<file path="src/rtl/display_frame_streamer.sv">
// Snapshots the display frame on request and streams it as SYNC, pixels, XOR checksum
// over a valid/ready byte interface. Mid-frame requests coalesce into one follow-up frame.
module display_frame_streamer #(
  parameter int unsigned PIXEL_COUNT = 64,
  parameter int unsigned PIXEL_WIDTH = 8,
  parameter logic [PIXEL_WIDTH-1:0] SYNC_BYTE = 8'hFF
) (
  input  logic                               CLK,
  input  logic                               RST,
  input  logic [PIXEL_COUNT*PIXEL_WIDTH-1:0] display,
  input  logic                               display_changed,
  input  logic                               force_refresh,
  input  logic                               tx_ready,
  output logic                               tx_valid,
  output logic [PIXEL_WIDTH-1:0]             tx_data,
  output logic                               busy,
  output logic [7:0]                         overrun_count
);

  localparam int unsigned FRAME_W = PIXEL_COUNT * PIXEL_WIDTH;
  localparam int unsigned IDX_W   = $clog2(PIXEL_COUNT);
  localparam logic [IDX_W-1:0] LAST_IDX = IDX_W'(PIXEL_COUNT - 1);
  localparam logic [7:0] OVF_MAX = 8'hFF;

  typedef enum logic [1:0] {
    ST_IDLE,
    ST_HEADER,
    ST_PIXELS,
    ST_CHECKSUM
  } state_e;

  state_e                 state_q, state_d;
  logic [FRAME_W-1:0]     snap_q, snap_d;
  logic [PIXEL_WIDTH-1:0] chk_q, chk_d;
  logic [IDX_W-1:0]       idx_q, idx_d;
  logic                   pending_q, pending_d;
  logic [7:0]             ovf_q, ovf_d;
  logic                   tx_valid_q, tx_valid_d;
  logic [PIXEL_WIDTH-1:0] tx_data_q, tx_data_d;
  logic                   busy_q, busy_d;

  logic                   req;
  logic                   xfer;
  logic [PIXEL_WIDTH-1:0] cur_byte;
  logic [PIXEL_WIDTH-1:0] next_byte;

  assign req  = display_changed | force_refresh;
  assign xfer = tx_valid_q & tx_ready;

  // Pixel currently on the bus, and the pixel selected by the next index.
  always_comb begin
    cur_byte  = snap_q[int'(idx_q) * int'(PIXEL_WIDTH) +: PIXEL_WIDTH];
    next_byte = snap_q[int'(idx_d) * int'(PIXEL_WIDTH) +: PIXEL_WIDTH];
  end

  // State and datapath registers.
  always_ff @(posedge CLK) begin
    if (RST) begin
      state_q    <= ST_IDLE;
      snap_q     <= '0;
      chk_q      <= '0;
      idx_q      <= '0;
      pending_q  <= 1'b0;
      ovf_q      <= '0;
      tx_valid_q <= 1'b0;
      tx_data_q  <= '0;
      busy_q     <= 1'b0;
    end else begin
      state_q    <= state_d;
      snap_q     <= snap_d;
      chk_q      <= chk_d;
      idx_q      <= idx_d;
      pending_q  <= pending_d;
      ovf_q      <= ovf_d;
      tx_valid_q <= tx_valid_d;
      tx_data_q  <= tx_data_d;
      busy_q     <= busy_d;
    end
  end

  // Next-state and datapath update.
  always_comb begin
    state_d   = state_q;
    snap_d    = snap_q;
    chk_d     = chk_q;
    idx_d     = idx_q;
    pending_d = pending_q;
    ovf_d     = ovf_q;
    unique case (state_q)
      ST_IDLE: begin
        if (req) begin
          snap_d  = display;
          chk_d   = '0;
          idx_d   = '0;
          state_d = ST_HEADER;
        end
      end
      ST_HEADER: begin
        if (xfer) begin
          idx_d   = '0;
          state_d = ST_PIXELS;
        end
      end
      ST_PIXELS: begin
        if (xfer) begin
          chk_d = chk_q ^ cur_byte;
          if (idx_q == LAST_IDX) begin
            state_d = ST_CHECKSUM;
          end else begin
            idx_d = idx_q + IDX_W'(1);
          end
        end
      end
      ST_CHECKSUM: begin
        if (xfer) begin
          if (pending_q || req) begin
            snap_d    = display;
            chk_d     = '0;
            idx_d     = '0;
            pending_d = 1'b0;
            state_d   = ST_HEADER;
          end else begin
            state_d = ST_IDLE;
          end
        end
      end
      default: state_d = ST_IDLE;
    endcase

    // A request on the checksum-transfer cycle is absorbed by the recapture above.
    if ((state_q != ST_IDLE) && req && !((state_q == ST_CHECKSUM) && xfer)) begin
      if (pending_q) begin
        if (ovf_q != OVF_MAX) ovf_d = ovf_q + 8'd1;
      end else begin
        pending_d = 1'b1;
      end
    end
  end

  // Output decode from the upcoming state so the bus is registered.
  always_comb begin
    tx_valid_d = (state_d != ST_IDLE);
    busy_d     = (state_d != ST_IDLE);
    tx_data_d  = '0;
    unique case (state_d)
      ST_HEADER:   tx_data_d = SYNC_BYTE;
      ST_PIXELS:   tx_data_d = next_byte;
      ST_CHECKSUM: tx_data_d = chk_d;
      default:     tx_data_d = '0;
    endcase
  end

  assign tx_valid      = tx_valid_q;
  assign tx_data       = tx_data_q;
  assign busy          = busy_q;
  assign overrun_count = ovf_q;

endmodule
</file>
<file path="config.mk">
export PLATFORM = sky130hd
export DESIGN_NAME = display_frame_streamer
export DESIGN_NICKNAME = d
export VERILOG_FILES = /design/src/rtl/display_frame_streamer.sv
export SDC_FILE = /design/constraint.sdc
export NUM_CORES = 2
export LEC_CHECK = 0
export BUFFER_PORTS_ARGS = -buffer_cell sky130_fd_sc_hd__buf_4
export CORE_MARGIN = 1
export CORE_UTILIZATION = 50
export CTS_CLUSTER_SIZE = 25
export DETAILED_ROUTE_END_ITERATION = 12
export PLACE_DENSITY = 0.8
export SYNTH_ARGS = -nofsm -noshare
export SYNTH_HDL_FRONTEND = slang
export SYNTH_SLANG_ARGS = --single-unit
export TNS_END_PERCENT = 20
</file>
<file path="constraint.sdc">
create_clock -name CLK -period 4.2 [get_ports CLK]
set_input_delay 0.84 -clock CLK [delete_from_list [all_inputs] [get_ports CLK]]
set_output_delay 0.84 -clock CLK [all_outputs]
set_load 0.01 [all_outputs]
</file>
==> run_results.csv <==
group,metric,value,unit
floorplanning,die_area,59100,um2
worst_setup_path,cp_num_buf_inv,3,
worst_setup_path,start_kind,"flip-flop",
grt,grt_max_degree,226,
routing,antenna_left,0,
power,total_power,0.0141,W
logic_synthesis,yosys.area.top_type_share,37.6,%
timing,rsz0062_at_grt,"false",
logic_synthesis,yosysSeqAreaShare,37.6,%
routing,postRouteWirelength,115,mm
placed_design,dp.final_hpwl,85.1,mm
routing,viasPerCell,6.32,
worst_hold_path,hold_depth,3,
run,maxCapViolCount,0,
worst_setup_path,cp_max_fo,51,
worst_setup_path,crit_path_end_kind,"flip-flop",
routing,first_pass_iters,6,
routing,drt_first_iter_violations,3960,
logic_synthesis,synthFlopType,"dfxtp_1",
logic_synthesis,synthCells,3655,
worst_setup_path,cp_slowest_cell,"dfxtp_1",
grt,gr-total-overflow,0,
timing,slew_violations,0,
power,clock_power_share,38.5,%
timing,tightest_slew,1.18,ns
timing,fin_skew,0.0229,ns
worst_setup_path,arrival,4.57,ns
worst_setup_path,crit_start,"state_q[0]",
timing,period_share,97.3,%
grt,grt_pass1_vias,28000,
clock_network,htreeDepth,2,
clock_network,clock_latency,0.64,ns
worst_setup_path,crit_path_max_incr_delay,0.83,ns
logic_synthesis,synth-seq-cells,546,
power,p_int,0.00984,W
floorplanning,coreArea,57600,um2
floorplanning,io_pins,535,
worst_setup_path,r2r_end,"tx_data[2]",
worst_setup_path,r2r_setup_slack,0.11,ns
worst_setup_path,cp.required,4.68,ns
clock_network,clkTransAtPathRegs,0.07,ns
grt,grt_usage,37.7,%
routing,drc,0,
floorplanning,die_h,243,um
routing,wire_per_inst,24.0,um
cells_and_area,nets,4525,
power,seq_power_share,44.3,%
worst_setup_path,crit_chain,"nor4b_1, a211oi_1, buf_4, o211ai_4, buf_12, buf_4, o211ai_1, nor2_1, nor4_1, a22o_1, o31ai_1, nand3_1",
worst_setup_path,reg2regPathDepth,12,
logic_synthesis,syn_nets,4174,
worst_setup_path,cp_common_cell,"buf_4",
timing,finalHoldViolations,0,
worst_setup_path,setup.worst_path.end,"tx_data[2]",
power,p_comb_share,17.3,%
logic_synthesis,synth_cell_types,87,
power,leakagePower,13.4,nW
logic_synthesis,synth_edf_count,0,
cells_and_area,area_growth,22.2,%
clock_network,cts_root_buf,"clkbuf_16",
power,sw_frac_of_total,30.1,%
placed_design,globalplace.congestion,1.01,
worst_setup_path,timing.rr.start,"state_q[0]",
logic_synthesis,yosysWarnings,0,
worst_setup_path,path_class,"reg -> reg",
logic_synthesis,yosys.area.top_type,"dfxtp_1",
logic_synthesis,async_flop_share,0,%
grt,grt_pass1_wl,171,mm
cells_and_area,drive_above_1_share,22.7,%
run_status,outcome,"completed",
logic_synthesis,syn_area,29100,um2
timing,relSlewSlack,21.4,%
clock_network,cts_buffers,57,
placed_design,io_buffers,534,
power,ir_drop,0.312,mV
power,p_switching,0.00424,W
timing,fin_crit,4.09,ns
timing,fmax,245,MHz
placed_design,dp_slack,0.205,ns
logic_synthesis,syn_area_per_cell,7.96,um2
floorplanning,die_width,243,um
routing,via_count,30400,
power,cellPowerDensity,396,nW/um2
clock_network,clk_path_buf_depth,3,
timing,fin_ws,0.113,ns
floorplanning,start_util,50.5,%
worst_hold_path,hp-class,"in -> reg",
timing,tns,0,ns
clock_network,cts_tree,"yes",
worst_setup_path,cpLargestDelayFamily,"compound AO/OA/AOI/OAI gates",
clock_network,cts_sinks,546,
worst_setup_path,cp.depth,12,
grt,antenna_found_initial,2,
logic_synthesis,yosys-top-cells-area,"dfxtp_1 38%, nand2_1 15%, mux4_2 11%, a21oi_1 10%, clkbuf_1 2.9%",
floorplanning,core.rowCount,88,
timing,setup_violations,0,
state kept, by name, indices dropped and copies added (netlist names):
name / flops
state_q: 2
busy: 1
snap_q: 512
idx_q: 6
overrun_count: 8
pending_q: 1
chk_q: 8
tx_data: 8
area by class of cell:
class / instances / area (um2)
Antenna cell: 1 / 2.50
Timing Repair Buffer: 636 / 5030
Tap cell: 765 / 957
Clock buffer: 73 / 1590
Inverter: 3 / 11.3
Fill cell: 4990 / 22000
Sequential cell: 546 / 10900
Clock inverter: 29 / 403
Multi-Input combinational cell: 2762 / 16600
layout by cell type, fill, tap and decap left out, types with 20 or more instances in the layout:
master	Yosys	layout
nor3_1	21	20
a21oi_1	610	609
a211oi_1	94	94
mux2i_1	48	48
o22ai_1	23	23
buf_4	21	615
clkbuf_16	0	58
nand3_1	52	52
o21ai_0	78	77
nor2_1	113	113
a211o_1	22	21
buf_12	0	20
mux4_2	146	146
a31oi_1	41	41
nand2_1	1178	1178
a22oi_1	24	24
a311oi_1	57	57
dfxtp_1	546	543
what timing repair did:
item / in CTS / in global routing
hold buffers: 0 / 0
endpoints found under the setup margin: 0 / 1
setup buffers: 0 / 0
gates resized for setup: 0 / 1
routing by layer:
metal	vias to the layer above	GRT usage [%]	routed length, um
met2	1943	60.0	53100
met4	2	23.5	8160
met5	-	0	9
met3	432	6.46	11400
li1	13800	-	-
met1	14300	47.5	42700
worst min path at each step:
stage | slack (ns) | endpoint | from
floorplan | 0.44 | snap_q[29] | snap_q[29]
global placement | 0.45 | snap_q[142] | snap_q[142]
detailed placement | 0.46 | snap_q[151] | snap_q[151]
CTS | 0.44 | snap_q[297] | display[297]
global route | 0.46 | snap_q[510] | display[510]
finish | 0.46 | snap_q[275] | display[275]
worst reg2reg max path: cells and delay by family, from the launching register on:
family	cells	cell delay (ns)
compound gates	5	1.60
buf+inv	3	0.76
flops	1	0.83
simple gates	4	0.76
cell families (layout without fill, tap and decap cells):
| logic type | count (synthesis) | after routing | synth area share [%] |
|---|---|---|---|
| compound gates | 1076 | 1076 | 22.6 |
| xor+xnor | 9 | 9 | 0.361 |
| fa+ha+maj | 2 | 2 | 0.0860 |
| buf+inv | 347 | 741 | 5.53 |
| flops | 546 | 546 | 37.6 |
| mux | 201 | 201 | 13.2 |
| other cells | 0 | 1 | 0 |
| simple gates | 1474 | 1474 | 20.6 |
power by group through the flow:
stage | clock network, W | registers (W) | logic, W
after floorplan | 0 | 0.00602 | 0.00145
after global placement | 0 | 0.00630 | 0.00236
after detailed placement | 0 | 0.00630 | 0.00238
after CTS | 0.00541 | 0.00619 | 0.00239
after global routing | 0.00563 | 0.00625 | 0.00262
final | 0.00542 | 0.00623 | 0.00243
synth_stat cells (all sizes together) (5+ instances only):
master	number
nand2	1182
a21oi	611
dfxtp	546
clkbuf	221
mux4	146
buf	123
nor2	117
a211oi	95
o21ai	84
a311oi	57
nand3	52
mux2i	48
a31oi	41
a22oi	24
nor3	24
o22ai	23
a211o	22
a221oi	22
and3	18
nand4	18
a22o	16
nor4	13
o31ai	10
a32oi	8
nor2b	8
o41ai	8
a221o	7
and4	7
mux2	7
or3	7
a32o	6
nor4b	6
xor2	6
a2111oi	5
o2111a	5
stage by stage:
stage	hold WS, ns	util [%]	cells	cell area, um2
6_report	0.458	61.8	4815	35600
5_1_grt	0.463	61.8	4814	35600
4_1_cts	0.438	61.7	4814	35600
3_5_place_dp	0.455	58.3	4712	33600
3_3_place_gp	0.450	58.3	4712	33600
2_1_floorplan	0.437	-	3655	29100
Note: power is estimated with default switching activity, not from simulation.
